==> src/rtl/servo_pulse_decoder.sv <==
// -----------------------------------------------------------------------------
// servo_pulse_decoder
//
// Decodes an RC-servo style PWM input into an 8-bit position code.
// The high time w of each pulse (in clk cycles) maps to
//   code = floor(max(0, w - OFFSET_CYCLES) / STEP_CYCLES), saturating at 255.
// No divider is used. An offset counter first consumes OFFSET_CYCLES of high
// time. After that, a prescaler bumps the code once every STEP_CYCLES clocks.
//
// Ports
//   clk        single clock, all state on the rising edge
//   rst_n      asynchronous active-low reset
//   ena        decoder enable (0 forces ARM, freezes outputs except pos_valid)
//   pwm_in     asynchronous servo pulse input
//   pos_out    last decoded position code
//   pos_valid  one-cycle strobe: pos_out has just been loaded
//   pulse_err  last pulse exceeded MAX_PULSE_CYCLES (sticky until next report)
//   lost       no rising edge within TIMEOUT_CYCLES
//   dbg_state  current FSM state (ARM=0, WAIT_RISE=1, MEASURE=2, REPORT=3)
//
// Handshake: pos_valid is a valid-only strobe with no ready. It is high for
// exactly one cycle per accepted pulse. pos_out changes only in that same
// cycle and then holds until the next strobe, so a consumer may sample
// pos_out in the pos_valid cycle or at any later time.
// -----------------------------------------------------------------------------
module servo_pulse_decoder #(
    parameter int OFFSET_CYCLES    = 10000,
    parameter int STEP_CYCLES      = 39,
    parameter int MAX_PULSE_CYCLES = 25000,
    parameter int TIMEOUT_CYCLES   = 250000
) (
    input  logic       clk,
    input  logic       rst_n,
    input  logic       ena,
    input  logic       pwm_in,
    output logic [7:0] pos_out,
    output logic       pos_valid,
    output logic       pulse_err,
    output logic       lost,
    output logic [1:0] dbg_state
);

    // Every counter can hold its parameter + 1 without wrapping.
    localparam int OFF_W  = $clog2(OFFSET_CYCLES + 2);
    localparam int STEP_W = $clog2(STEP_CYCLES + 2);
    localparam int W_W    = $clog2(MAX_PULSE_CYCLES + 2);
    localparam int TO_W   = $clog2(TIMEOUT_CYCLES + 2);

    localparam logic [OFF_W-1:0]  OFF_MAX   = OFF_W'(OFFSET_CYCLES);
    localparam logic [STEP_W-1:0] STEP_LAST = STEP_W'(STEP_CYCLES - 1);
    localparam logic [W_W-1:0]    W_MAX     = W_W'(MAX_PULSE_CYCLES);
    localparam logic [TO_W-1:0]   TO_MAX    = TO_W'(TIMEOUT_CYCLES);
    localparam logic [TO_W-1:0]   TO_LAST   = TO_W'(TIMEOUT_CYCLES - 1);

    typedef enum logic [1:0] {
        ARM       = 2'd0,
        WAIT_RISE = 2'd1,
        MEASURE   = 2'd2,
        REPORT    = 2'd3
    } state_t;

    state_t state;

    // Synchroniser (s1 -> s) plus the edge-detect flop s_d.
    logic s1;
    logic s;
    logic s_d;
    logic rise;

    // sync_ok[1] goes high once the synchroniser holds real samples of
    // pwm_in. Until then s reads as the reset value 0. ARM would otherwise
    // take that value for a genuine low and then accept a pulse that was
    // already high when reset was released.
    logic [1:0] sync_ok;

    logic [OFF_W-1:0]  off_cnt;
    logic [STEP_W-1:0] pre_cnt;
    logic [7:0]        code;
    logic [W_W-1:0]    w_cnt;
    logic [TO_W-1:0]   to_cnt;

    logic              start;
    logic [OFF_W-1:0]  m_off;
    logic [STEP_W-1:0] m_pre;
    logic [7:0]        m_code;
    logic [OFF_W-1:0]  off_nxt;
    logic [STEP_W-1:0] pre_nxt;
    logic [7:0]        code_nxt;

    assign rise      = s & ~s_d;
    assign start     = (state == WAIT_RISE) && rise;
    assign dbg_state = state;

    // Advance the width logic by one high clock. On the rising-edge cycle
    // the counters start from zero, so that cycle counts as the first high
    // clock.
    always_comb begin
        m_off    = start ? '0 : off_cnt;
        m_pre    = start ? '0 : pre_cnt;
        m_code   = start ? '0 : code;
        off_nxt  = m_off;
        pre_nxt  = m_pre;
        code_nxt = m_code;
        if (m_off != OFF_MAX) begin
            off_nxt = m_off + 1'b1;
        end else if (m_pre == STEP_LAST) begin
            pre_nxt = '0;
            if (m_code != 8'hFF) begin
                code_nxt = m_code + 8'd1;
            end
        end else begin
            pre_nxt = m_pre + 1'b1;
        end
    end

    always_ff @(posedge clk or negedge rst_n) begin
        if (!rst_n) begin
            state     <= ARM;
            s1        <= 1'b0;
            s         <= 1'b0;
            s_d       <= 1'b0;
            sync_ok   <= 2'b00;
            off_cnt   <= '0;
            pre_cnt   <= '0;
            code      <= '0;
            w_cnt     <= '0;
            to_cnt    <= '0;
            pos_out   <= '0;
            pos_valid <= 1'b0;
            pulse_err <= 1'b0;
            lost      <= 1'b0;
        end else begin
            s1        <= pwm_in;
            s         <= s1;
            s_d       <= s;
            sync_ok   <= {sync_ok[0], 1'b1};
            pos_valid <= 1'b0;

            // Signal-lost watchdog. The rise branch comes first, so a rising
            // edge that arrives on the terminal count keeps lost low.
            if (!ena) begin
                to_cnt <= '0;
            end else if (rise) begin
                to_cnt <= '0;
                lost   <= 1'b0;
            end else if (to_cnt != TO_MAX) begin
                to_cnt <= to_cnt + 1'b1;
                if (to_cnt == TO_LAST) begin
                    lost <= 1'b1;
                end
            end

            if (!ena) begin
                state <= ARM;
            end else begin
                case (state)
                    ARM: begin
                        if (sync_ok[1] && !s) begin
                            state <= WAIT_RISE;
                        end
                    end
                    WAIT_RISE: begin
                        if (rise) begin
                            off_cnt <= off_nxt;
                            pre_cnt <= pre_nxt;
                            code    <= code_nxt;
                            w_cnt   <= W_W'(1);
                            state   <= MEASURE;
                        end
                    end
                    MEASURE: begin
                        if (s) begin
                            if (w_cnt == W_MAX) begin
                                // This clock would be high clock MAX+1.
                                pulse_err <= 1'b1;
                                state     <= ARM;
                            end else begin
                                w_cnt   <= w_cnt + 1'b1;
                                off_cnt <= off_nxt;
                                pre_cnt <= pre_nxt;
                                code    <= code_nxt;
                            end
                        end else begin
                            // MEASURE is entered with s high, so the first
                            // low seen here is the falling edge.
                            state <= REPORT;
                        end
                    end
                    REPORT: begin
                        pos_out   <= code;
                        pos_valid <= 1'b1;
                        pulse_err <= 1'b0;
                        state     <= WAIT_RISE;
                    end
                    default: state <= ARM;
                endcase
            end
        end
    end

endmodule

==> config.mk <==
export PLATFORM = sky130hd
export DESIGN_NAME = servo_pulse_decoder
export DESIGN_NICKNAME = d
export VERILOG_FILES = /design/src/rtl/servo_pulse_decoder.sv
export SDC_FILE = /design/constraint.sdc
export NUM_CORES = 1
export LEC_CHECK = 0
export ABC_AREA = 0
export CAP_MARGIN = 20
export CORE_AREA = 2 2 137 99
export CTS_CLUSTER_DIAMETER = 40
export DETAILED_ROUTE_END_ITERATION = 8
export DIE_AREA = 0 0 139 101
export DONT_BUFFER_PORTS = 1
export SYNTH_ARGS = -nofsm -noshare
export SYNTH_HDL_FRONTEND = slang
export SYNTH_SLANG_ARGS = --single-unit
==> constraint.sdc <==
create_clock -name clk -period 3.59 [get_ports clk]
set_input_delay 0.718 -clock clk [delete_from_list [all_inputs] [get_ports clk]]
set_output_delay 0.718 -clock clk [all_outputs]
set_load 0.01 [all_outputs]
==> metrics.txt <==
initial antenna violation count=0; maximum vdd ir drop=0.264 mV; Reg2Reg Launch Point=dbg_state[1]; CP max stage cell=a2111oi_4; post-synthesis register bit count=79; CTS Buf Count=9; Synthesized Nets=465; fmax=304 MHz; iteration-0 DRC count of the detailed router=250; post-synthesis mux area share=0.0326; sequential fraction of the synthesis area=0.456; Max FO, Critical Path=8; first-pass GRT wire length=16000 µm; Std-Cell Rows=35; Die Y=101 µm; hold_ws=0.0764 ns; I/O pin count=17; gr ovfl total=0; synth cell count leaders=79 x dfrtp_1, 43 x nand2_1, 38 x nor2_1; CTS root buffer=clkbuf_16; Final WS setup=0.295 ns; TritonRoute pass-1 iters=5; internal power=1.55 mW; diodes inserted=0; worst r2r dst=code[4]; Cells after Synth=449; synth warn=0; Post-Syn Area per Cell=9.66 µm²; synth-to-layout area growth=10.5%; Worst Reg-to-Reg Cells=11; CP Cell Sequence=inv_1 > ha_1 > nand3b_1 > and2_1 > inv_1 > ha_1 > or4bb_1 > or4_4 > a2111oi_4 > nand4_1 > xor2_1; ys async rst share=1.00; main combinational cell family by area after synthesis=simple AND/OR/NAND/NOR gates; skew final=0.00866 ns; Synth Area in XOR/XNOR=0.0666; RSZ-0062 raised after global routing=no; Starting Density=0.339; Post-Synth Adder-Cell Area=0.0346; clock-pin slew on the worst setup and hold paths=0.06 ns; status=finished clean; power per cell area=429 mW/mm²; Final period util=0.918; Layout Nets=461; switching pwr=0.503 mW; Sw Share=0.245; Slew Limit Fails=0; die area=0.0140 mm²; clock buffer depth=2; GRT Util Overall=0.140; CP max stage delay=0.55 ns; IO buf count=0; GP Congestion=0.838; Tot Pwr=2.05 mW; largest net degree at the start of global routing=80; crit start category=flip-flop; Clk network pwr share=0.452; Final ANT Viol Nets=0; count leader, synth=dfrtp_1; clock latency on the worst-skew pair=0.34 ns; Worst Tran Pin Value=0.870 ns; Post-CTS Hold Buffers=0; r2r setup slk=0.30 ns; clk sinks=79; combinational share of power=0.079; total number of vias=3337; Placeable Area=0.0128 mm²; routed via count divided by cell count=5.42; CP Capture Type=flip-flop; EDFF count, synth=0; final hold violation count=0; Max-Cap Viols=0; CP Depth=11; crit-path leading delay family=simple AND/OR/NAND/NOR gates; via count of the first global-routing pass=3250; drt wl/cell=14.9 µm; Post-Syn Area=0.00434 mm²; Lkg Pwr=1.97 nW; buffer and inverter count on the worst path=2; sequential power share=0.469; CTS H-tree depth=3; Worst slew margin=0.416; post-CTS setup buffers=0; Worst Setup Path Type=reg -> reg; Compound-Gate Fraction of Synth Area=0.128; Critical Path RT=3.82 ns; Synth area leaders=dfrtp_1 46%, nand2_1 3.7%, ha_1 3.5%; simple-gate share of the synthesized area=0.246; Die Wd=139 µm; PostCTS Resize Cnt=0; top cell type's share of synthesized area=0.456; CTS tree=yes; # setup viols final=0; synth unique cells=64; predominant post-synthesis flop cell=dfrtp_1; arrival time at the worst endpoint=3.52 ns; leading area contributor after synthesis=dfrtp_1; WL final=9160 µm; dpl hpwl=6360 µm; dpl ws=0.347 ns; Final Critical Period=3.29 ns; DRC viols=0; setup TNS=0 ns; worst min-delay path class=in -> async; share of cells above drive strength 1=0.0956
## metrics by stage
step           std cells  utilization  area [µm²]
5_1_grt              616        0.375        4790
2_1_floorplan        449            -        4340
3_3_place_gp         600        0.351        4480
3_5_place_dp         600        0.351        4480
6_report             616        0.375        4790
4_1_cts              616        0.375        4790
## state kept, by name (all words and copies together), names as in the netlist
| register | cells |
|---|---|
| s1 | 1 |
| pulse_err | 1 |
| w_cnt | 15 |
| s_d | 1 |
| pos_out | 8 |
| off_cnt | 14 |
| sync_ok | 2 |
| lost | 1 |
| pos_valid | 1 |
| code | 8 |
| to_cnt | 18 |
| s | 1 |
| pre_cnt | 6 |
| dbg_state | 2 |
## worst register-to-register path, delay by kind of cell, from the launching register on
family          cells  cell delay [ns]
fa+ha+maj           2             0.43
simple gates        5             1.38
compound gates      1             0.55
xor+xnor            1             0.18
flops               1             0.47
buf+inv             2             0.18
## cell type report
cell class	count	area, µm²
fillers	1269	8000
multi-input cells	335	2200
flip-flops and latches	79	1980
clock buffers	10	239
well taps	166	208
clock inverters	6	70.1
inverters	15	56.3
repair buffers	5	37.5
## metal layers
layer / track usage / vias to the layer above / routed length [µm] / part of all wire
li1: - / 1615 / - / -
met1: 0.191 / 1643 / 4540 / 0.50
met2: 0.222 / 69 / 4170 / 0.46
met3: 0.0361 / 10 / 341 / 0.037
met4: 0.0389 / 0 / 105 / 0.011
met5: 0 / - / 0 / 0
## placed cells by master, fill, tap and decap left out, types with 10 or more instances in the layout
master,netlist,final
o21ai_0,13,13
nor2_1,38,38
xor2_1,16,16
nand4_1,18,18
o21ai_1,10,10
nand3_1,28,28
a21oi_1,18,18
dfrtp_1,79,79
nand2_1,43,43
inv_1,15,15
ha_1,12,12
xnor2_1,17,17
## power by group through the flow
stage	Combinational, mW	Sequential [mW]	Clock, mW
after global routing	0.189	0.971	0.993
after detailed placement	0.164	0.979	0
after floorplan	0.135	0.968	0
final	0.162	0.964	0.928
after global placement	0.158	0.978	0
after CTS	0.164	0.963	0.965
## kinds of logic after synthesis
group	after synthesis
compound gates	83
fa+ha+maj	12
xor+xnor	33
flops	79
mux	13
other cells	1
simple gates	193
buf+inv	35
## worst max-delay path by stage
stage,start,to
after detailed placement,dbg_state[1],code[4]
final,dbg_state[1],code[4]
after global routing,dbg_state[1],code[4]
after floorplan,dbg_state[1],code[4]
after global placement,dbg_state[1],code[4]
after CTS,dbg_state[1],code[4]
No activity file was read; power rests on OpenSTA's default activity.
